===== config.mk =====
export PLATFORM = sky130hd
export DESIGN_NAME = parity_frame_rx
export DESIGN_NICKNAME = d
export VERILOG_FILES = /design/src/rtl/parity_pkg.sv /design/src/rtl/baud_tick_gen.sv /design/src/rtl/parity_frame_rx.sv
export SDC_FILE = /design/constraint.sdc
export NUM_CORES = 1
export LEC_CHECK = 0
export ABC_AREA = 1
export BUFFER_PORTS_ARGS = -buffer_cell sky130_fd_sc_hd__buf_2
export CAP_MARGIN = 15
export CORE_MARGIN = 1
export CORE_UTILIZATION = 40
export CTS_BUF_LIST = sky130_fd_sc_hd__clkbuf_2 sky130_fd_sc_hd__clkbuf_4 sky130_fd_sc_hd__clkbuf_8
export CTS_CLUSTER_SIZE = 30
export DETAILED_ROUTE_END_ITERATION = 7
export GPL_ROUTABILITY_DRIVEN = 0
export PLACE_DENSITY = 0.66
export SLEW_MARGIN = 20
export SYNTH_ARGS = -nofsm -noshare
export SYNTH_HDL_FRONTEND = slang
export SYNTH_SLANG_ARGS = --single-unit

===== constraint.sdc =====
create_clock -name clk -period 1.6 [get_ports clk]
set_clock_uncertainty 0.05 [all_clocks]
set_input_delay 0.08 -clock clk [delete_from_list [all_inputs] [get_ports clk]]
set_output_delay 0.08 -clock clk [all_outputs]
set_load 0.05 [all_outputs]

===== src/rtl/parity_pkg.sv =====
// Shared definitions for the parity frame receiver.
//   - rx_state_e : receiver FSM states
//   - DATA_W_DEFAULT / BAUD_DIV_DEFAULT : default frame geometry
//   - FRAME_BITS / frame_bits() : serial bits per frame (start + data + parity + stop)
package parity_pkg;

  typedef enum logic [2:0] {
    S_IDLE,
    S_START,
    S_DATA,
    S_PARITY,
    S_STOP,
    S_WAIT_IDLE
  } rx_state_e;

  localparam int DATA_W_DEFAULT   = 8;
  localparam int BAUD_DIV_DEFAULT = 4;
  localparam int FRAME_BITS       = DATA_W_DEFAULT + 3;

  function automatic int frame_bits(input int data_w);
    return data_w + 3;
  endfunction

endpackage


===== src/rtl/baud_tick_gen.sv =====
// Loadable baud down-counter producing the mid-bit sample tick.
//   clk       : system clock
//   rst       : synchronous active-high reset (counter -> 0)
//   en        : count enable; while high the counter decrements / reloads
//   load_half : load BAUD_DIV/2-1 so the first tick lands mid start bit
//   tick      : high in the cycle the counter is 0 while enabled
module baud_tick_gen
  import parity_pkg::*;
#(
  parameter int BAUD_DIV = BAUD_DIV_DEFAULT
) (
  input  logic clk,
  input  logic rst,
  input  logic en,
  input  logic load_half,
  output logic tick
);

  localparam int CW = (BAUD_DIV > 2) ? $clog2(BAUD_DIV) : 1;
  localparam logic [CW-1:0] HALF_M1 = CW'(BAUD_DIV / 2 - 1);
  localparam logic [CW-1:0] FULL_M1 = CW'(BAUD_DIV - 1);

  logic [CW-1:0] cnt_q, cnt_d;

  always_comb begin
    cnt_d = cnt_q;
    if (load_half)   cnt_d = HALF_M1;
    else if (en)     cnt_d = (cnt_q == '0) ? FULL_M1 : cnt_q - CW'(1);
  end

  assign tick = en && (cnt_q == '0);

  always_ff @(posedge clk) begin
    if (rst) cnt_q <= '0;
    else     cnt_q <= cnt_d;
  end

endmodule


===== src/rtl/parity_frame_rx.sv =====
// Serial frame receiver: start bit, DATA_W data bits LSB first, parity bit,
// stop bit. Presents the frame in parallel for the downstream parity checker.
//   clk, rst    : clock, synchronous active-high reset
//   rx          : serial line, idle high, asynchronous to clk
//   data        : last good frame's data (bit 0 = first received)
//   parity_bit  : last good frame's parity bit
//   frame_valid : one-cycle pulse when data/parity_bit update
//   framing_err : one-cycle pulse when the stop bit samples low
//   busy        : FSM not in IDLE
module parity_frame_rx
  import parity_pkg::*;
#(
  parameter int DATA_W   = DATA_W_DEFAULT,
  parameter int BAUD_DIV = BAUD_DIV_DEFAULT
) (
  input  logic              clk,
  input  logic              rst,
  input  logic              rx,
  output logic [DATA_W-1:0] data,
  output logic              parity_bit,
  output logic              frame_valid,
  output logic              framing_err,
  output logic              busy
);

  localparam int IW = (DATA_W > 1) ? $clog2(DATA_W) : 1;
  localparam logic [IW-1:0] LAST_IDX = IW'(DATA_W - 1);

  // Two-flop synchroniser; resets to the idle-high line level.
  logic rx_s1_q, rx_s_q;

  always_ff @(posedge clk) begin
    if (rst) begin
      rx_s1_q <= 1'b1;
      rx_s_q  <= 1'b1;
    end else begin
      rx_s1_q <= rx;
      rx_s_q  <= rx_s1_q;
    end
  end

  rx_state_e         state_q, state_d;
  logic [IW-1:0]     bit_idx_q, bit_idx_d;
  logic [DATA_W-1:0] shift_q, shift_d;
  logic              par_q, par_d;
  logic [DATA_W-1:0] data_q, data_d;
  logic              parity_q, parity_d;
  logic              fv_q, fv_d;
  logic              fe_q, fe_d;

  logic cnt_en, load_half, tick;

  baud_tick_gen #(.BAUD_DIV(BAUD_DIV)) u_baud (
    .clk       (clk),
    .rst       (rst),
    .en        (cnt_en),
    .load_half (load_half),
    .tick      (tick)
  );

  always_comb begin
    state_d   = state_q;
    bit_idx_d = bit_idx_q;
    shift_d   = shift_q;
    par_d     = par_q;
    data_d    = data_q;
    parity_d  = parity_q;
    fv_d      = 1'b0;
    fe_d      = 1'b0;
    cnt_en    = 1'b0;
    load_half = 1'b0;
    case (state_q)
      S_IDLE: begin
        // Half-period load puts every later tick at mid-bit.
        if (!rx_s_q) begin
          load_half = 1'b1;
          state_d   = S_START;
        end
      end
      S_START: begin
        cnt_en = 1'b1;
        if (tick) begin
          if (rx_s_q) state_d = S_IDLE;  // false start: line back high
          else begin
            state_d   = S_DATA;
            bit_idx_d = '0;
          end
        end
      end
      S_DATA: begin
        cnt_en = 1'b1;
        if (tick) begin
          shift_d[bit_idx_q] = rx_s_q;
          if (bit_idx_q == LAST_IDX) state_d = S_PARITY;
          else                       bit_idx_d = bit_idx_q + IW'(1);
        end
      end
      S_PARITY: begin
        cnt_en = 1'b1;
        if (tick) begin
          par_d   = rx_s_q;
          state_d = S_STOP;
        end
      end
      S_STOP: begin
        cnt_en = 1'b1;
        if (tick) begin
          if (rx_s_q) begin
            data_d   = shift_q;
            parity_d = par_q;
            fv_d     = 1'b1;
            state_d  = S_IDLE;  // mid-stop: ready for a back-to-back start
          end else begin
            fe_d    = 1'b1;
            state_d = S_WAIT_IDLE;
          end
        end
      end
      S_WAIT_IDLE: begin
        // A held-low line must not be mistaken for a stream of start bits.
        if (rx_s_q) state_d = S_IDLE;
      end
      default: state_d = S_IDLE;
    endcase
  end

  always_ff @(posedge clk) begin
    if (rst) begin
      state_q   <= S_IDLE;
      bit_idx_q <= '0;
      shift_q   <= '0;
      par_q     <= 1'b0;
      data_q    <= '0;
      parity_q  <= 1'b0;
      fv_q      <= 1'b0;
      fe_q      <= 1'b0;
    end else begin
      state_q   <= state_d;
      bit_idx_q <= bit_idx_d;
      shift_q   <= shift_d;
      par_q     <= par_d;
      data_q    <= data_d;
      parity_q  <= parity_d;
      fv_q      <= fv_d;
      fe_q      <= fe_d;
    end
  end

  assign data        = data_q;
  assign parity_bit  = parity_q;
  assign frame_valid = fv_q;
  assign framing_err = fe_q;
  assign busy        = (state_q != S_IDLE);

endmodule

==> flow_metrics.env <==
export IMPL_core_um2=3390
export IMPL_async_flop_share_pct=0
export IMPL_slew_headroom_pct=72.7
export IMPL_numCtsBuffers=5
export IMPL_wl_per_cell_um=10.4
export IMPL_cts_tree="yes"
export IMPL_cts_buffer_depth=2
export IMPL_cp_depth=3
export IMPL_ant_nets=0
export IMPL_grt_start_max_net_pins=20
export IMPL_dieArea_um2=3810
export IMPL_cts_root_buf="clkbuf_4"
export IMPL_routed_via_density=4.69
export IMPL_finalCritPeriodShare_pct=91.9
export IMPL_grt_pass1_vias=1004
export IMPL_worst_ep_required_time_ns=1.47
export IMPL_die_w_um=61.8
export IMPL_critical_path_max_fanout=7
export IMPL_yosys_area_top_type_share_pct=42.0
export IMPL_preCtsSetupSlack_ns=0.175
export IMPL_worst_path_buf_inv=2
export IMPL_syn_area_per_cell_um2=7.60
export IMPL_powerDensity_nw_per_um2=2060
export IMPL_hold_depth=1
export IMPL_drive_gt1_share_pct=25.1
export IMPL_grt_overflow=0
export IMPL_drc_errors=0
export IMPL_rsz0062_at_grt="no"
export IMPL_hpwl_mm=1.88
export IMPL_finalWirelength_mm=2.66
export IMPL_grt_first_pass_wirelength_mm=4.38
export IMPL_crit_type="reg2out"
export IMPL_n_antenna_cell=0
export IMPL_track_usage_pct=16.5
export IMPL_grt_antenna_before_repair=0
export IMPL_cts_sinks=30
export IMPL_start_kind="flop"
export IMPL_synth_area_leaders="dfxtp_1 (42%), nand2_1 (8.1%), inv_1 (5.5%)"
export IMPL_maxSlewViolCount=0
export IMPL_path_cells="inv_4, nand2_1, buf_2"
export IMPL_status="finished clean"
export IMPL_crit_family="flip-flops"
export IMPL_ys_warn_count=0
export IMPL_fin_ws_ns=0.130
export IMPL_num_nets_final=216
export IMPL_start_util_pct=42.2
export IMPL_area_delta_synth_final_pct=17.5
export IMPL_cts_resized=0
export IMPL_synthCells=188
export IMPL_first_iter_violations=59
export IMPL_drt_pass1_iterations=4
export IMPL_p_leak_uw=0.000766
export IMPL_portBuffers=14
export IMPL_h_tree_depth=2
export IMPL_io_pins=15
export IMPL_cp_arrival_ns=1.34
export IMPL_hp_class="reg2reg"
export IMPL_tns_ns=0
export IMPL_setup_viol=0
export IMPL_reg2regPathDepth=9
export IMPL_ir_drop_mv=1.01
export IMPL_slowest_stage="dfxtp_1"
export IMPL_synth_common_cells="nand2_1 (31), dfxtp_1 (30), inv_1 (21), nor2_1 (18), a21oi_1 (15)"
export IMPL_clk_pin_slew_ns=0.10
export IMPL_cp_slowest_stage_delay_ns=0.58
export IMPL_synth_yosys_seq_area_share_pct=42.0
export IMPL_synth_edf_count=0
export IMPL_dr_total_vias=1206
export IMPL_synth_area_um2=1430
export IMPL_ys_types=31
export IMPL_die_y_um=61.8
export IMPL_ys_ff_latch=30
export IMPL_timing_hold_violations_final=0
export IMPL_fmaxAchievable_mhz=680
export IMPL_core_rowCount=21
export IMPL_synth_top_cell_by_area="dfxtp_1"
export IMPL_syn_num_nets=194
export IMPL_period_minus_slack_ns=1.47
export IMPL_clkLatencyLatePin_ns=0.34
export IMPL_endpoint_kind="output pin"
export IMPL_worst_pin_slew_ns=0.409
export IMPL_maxCapViolCount=0
export IMPL_yosysMostFrequentCell="nand2_1"
export IMPL_synth_ff_type="dfxtp_1"
-- routing by layer --
layer	global-route usage (%)	wire length [um]	vias up	share of wire (%)
met5	0	0	-	0
met4	6.67	48	0	1.8
met3	6.83	131	6	4.9
met2	25.3	1110	24	42
met1	20.4	1380	517	52
li1	-	-	659	-
-- cells in the final DEF, fill, tap and decap left out, types with 3 or more instances in the layout --
cell type  count
nand3_1        9
clkbuf_4       5
inv_2          3
buf_4          4
buf_2         14
inv_1         21
nor2_1        18
o21ai_0       13
a21oi_1       15
nand4_1        5
nand2_2        4
o21ai_1        5
dfxtp_1       30
nand2_4        3
nor2_2         6
nand2_1       31
ha_1           3
-- registers in the layout, indices dropped and copies added (netlist names) --
| register | flops |
|---|---|
| data | 8 |
| shift_q | 8 |
| bit_idx_q | 3 |
| state_q | 3 |
| u_baud.cnt_q | 2 |
| frame_valid | 1 |
| framing_err | 1 |
| par_q | 1 |
| parity_bit | 1 |
| rx_s1_q | 1 |
| rx_s_q | 1 |
-- worst register-to-register path: cells and delay by family (launching register included) --
family	cells	cell delay, ns
AND/OR/NAND/NOR	6	0.45
flip-flops	1	0.46
buffers and inverters	1	0.04
adder cells (fa/ha/maj)	2	0.32
-- worst paths after layout --
path,slack [ns],from,end
setup / recovery,0.13,state_q[1],busy
setup reg to reg,0.19,bit_idx_q[0],state_q[1]
hold reg to reg,0.35,rx_s1_q,rx_s_q
hold / removal,0.35,rx_s1_q,rx_s_q
-- area by class of cell --
type                       instances  area, um^2
sequential                        30         601
multi-input combinational        126         681
clock inverter                     2        60.1
timing repair buffer              20         120
fill                             330        1710
inverter                          27         109
clock buffer                       6        51.3
tap                               46        57.6
-- report_power, final --
part / switching [uW] / total [uW] / internal, uW / leakage, uW
combinational: 1110 / 1580 / 468 / 0.000463
sequential: 171 / 1080 / 907 / 0.000244
clock: 282 / 811 / 529 / 0.0000585
-- stage by stage --
step                util (%)  power, uW  cell area [um^2]  instances  hold WS [ns]
floorplan                  -       2380              1430        188         0.102
global placement        45.7       2640              1550        247         0.211
detailed placement      45.7       2660              1550        247         0.220
CTS                     49.5       3490              1680        257         0.358
global route            49.5       3730              1680        257         0.367
finish                  49.5       3470              1680        257         0.352
-- kinds of logic after synthesis --
logic type / Yosys count / synth area share, %
AND/OR/NAND/NOR: 87 / 31.9
AO/OA/AOI/OAI: 36 / 13.1
buffers and inverters: 32 / 10.3
adder cells (fa/ha/maj): 3 / 2.63
flip-flops: 30 / 42.0
-- what timing repair did --
item                                    CTS  global route
buffers inserted                          0             0
endpoints found under the hold margin     6             0
hold buffers                              2             0
endpoints found under the setup margin    0             0
(Power assumes the default switching activity.)
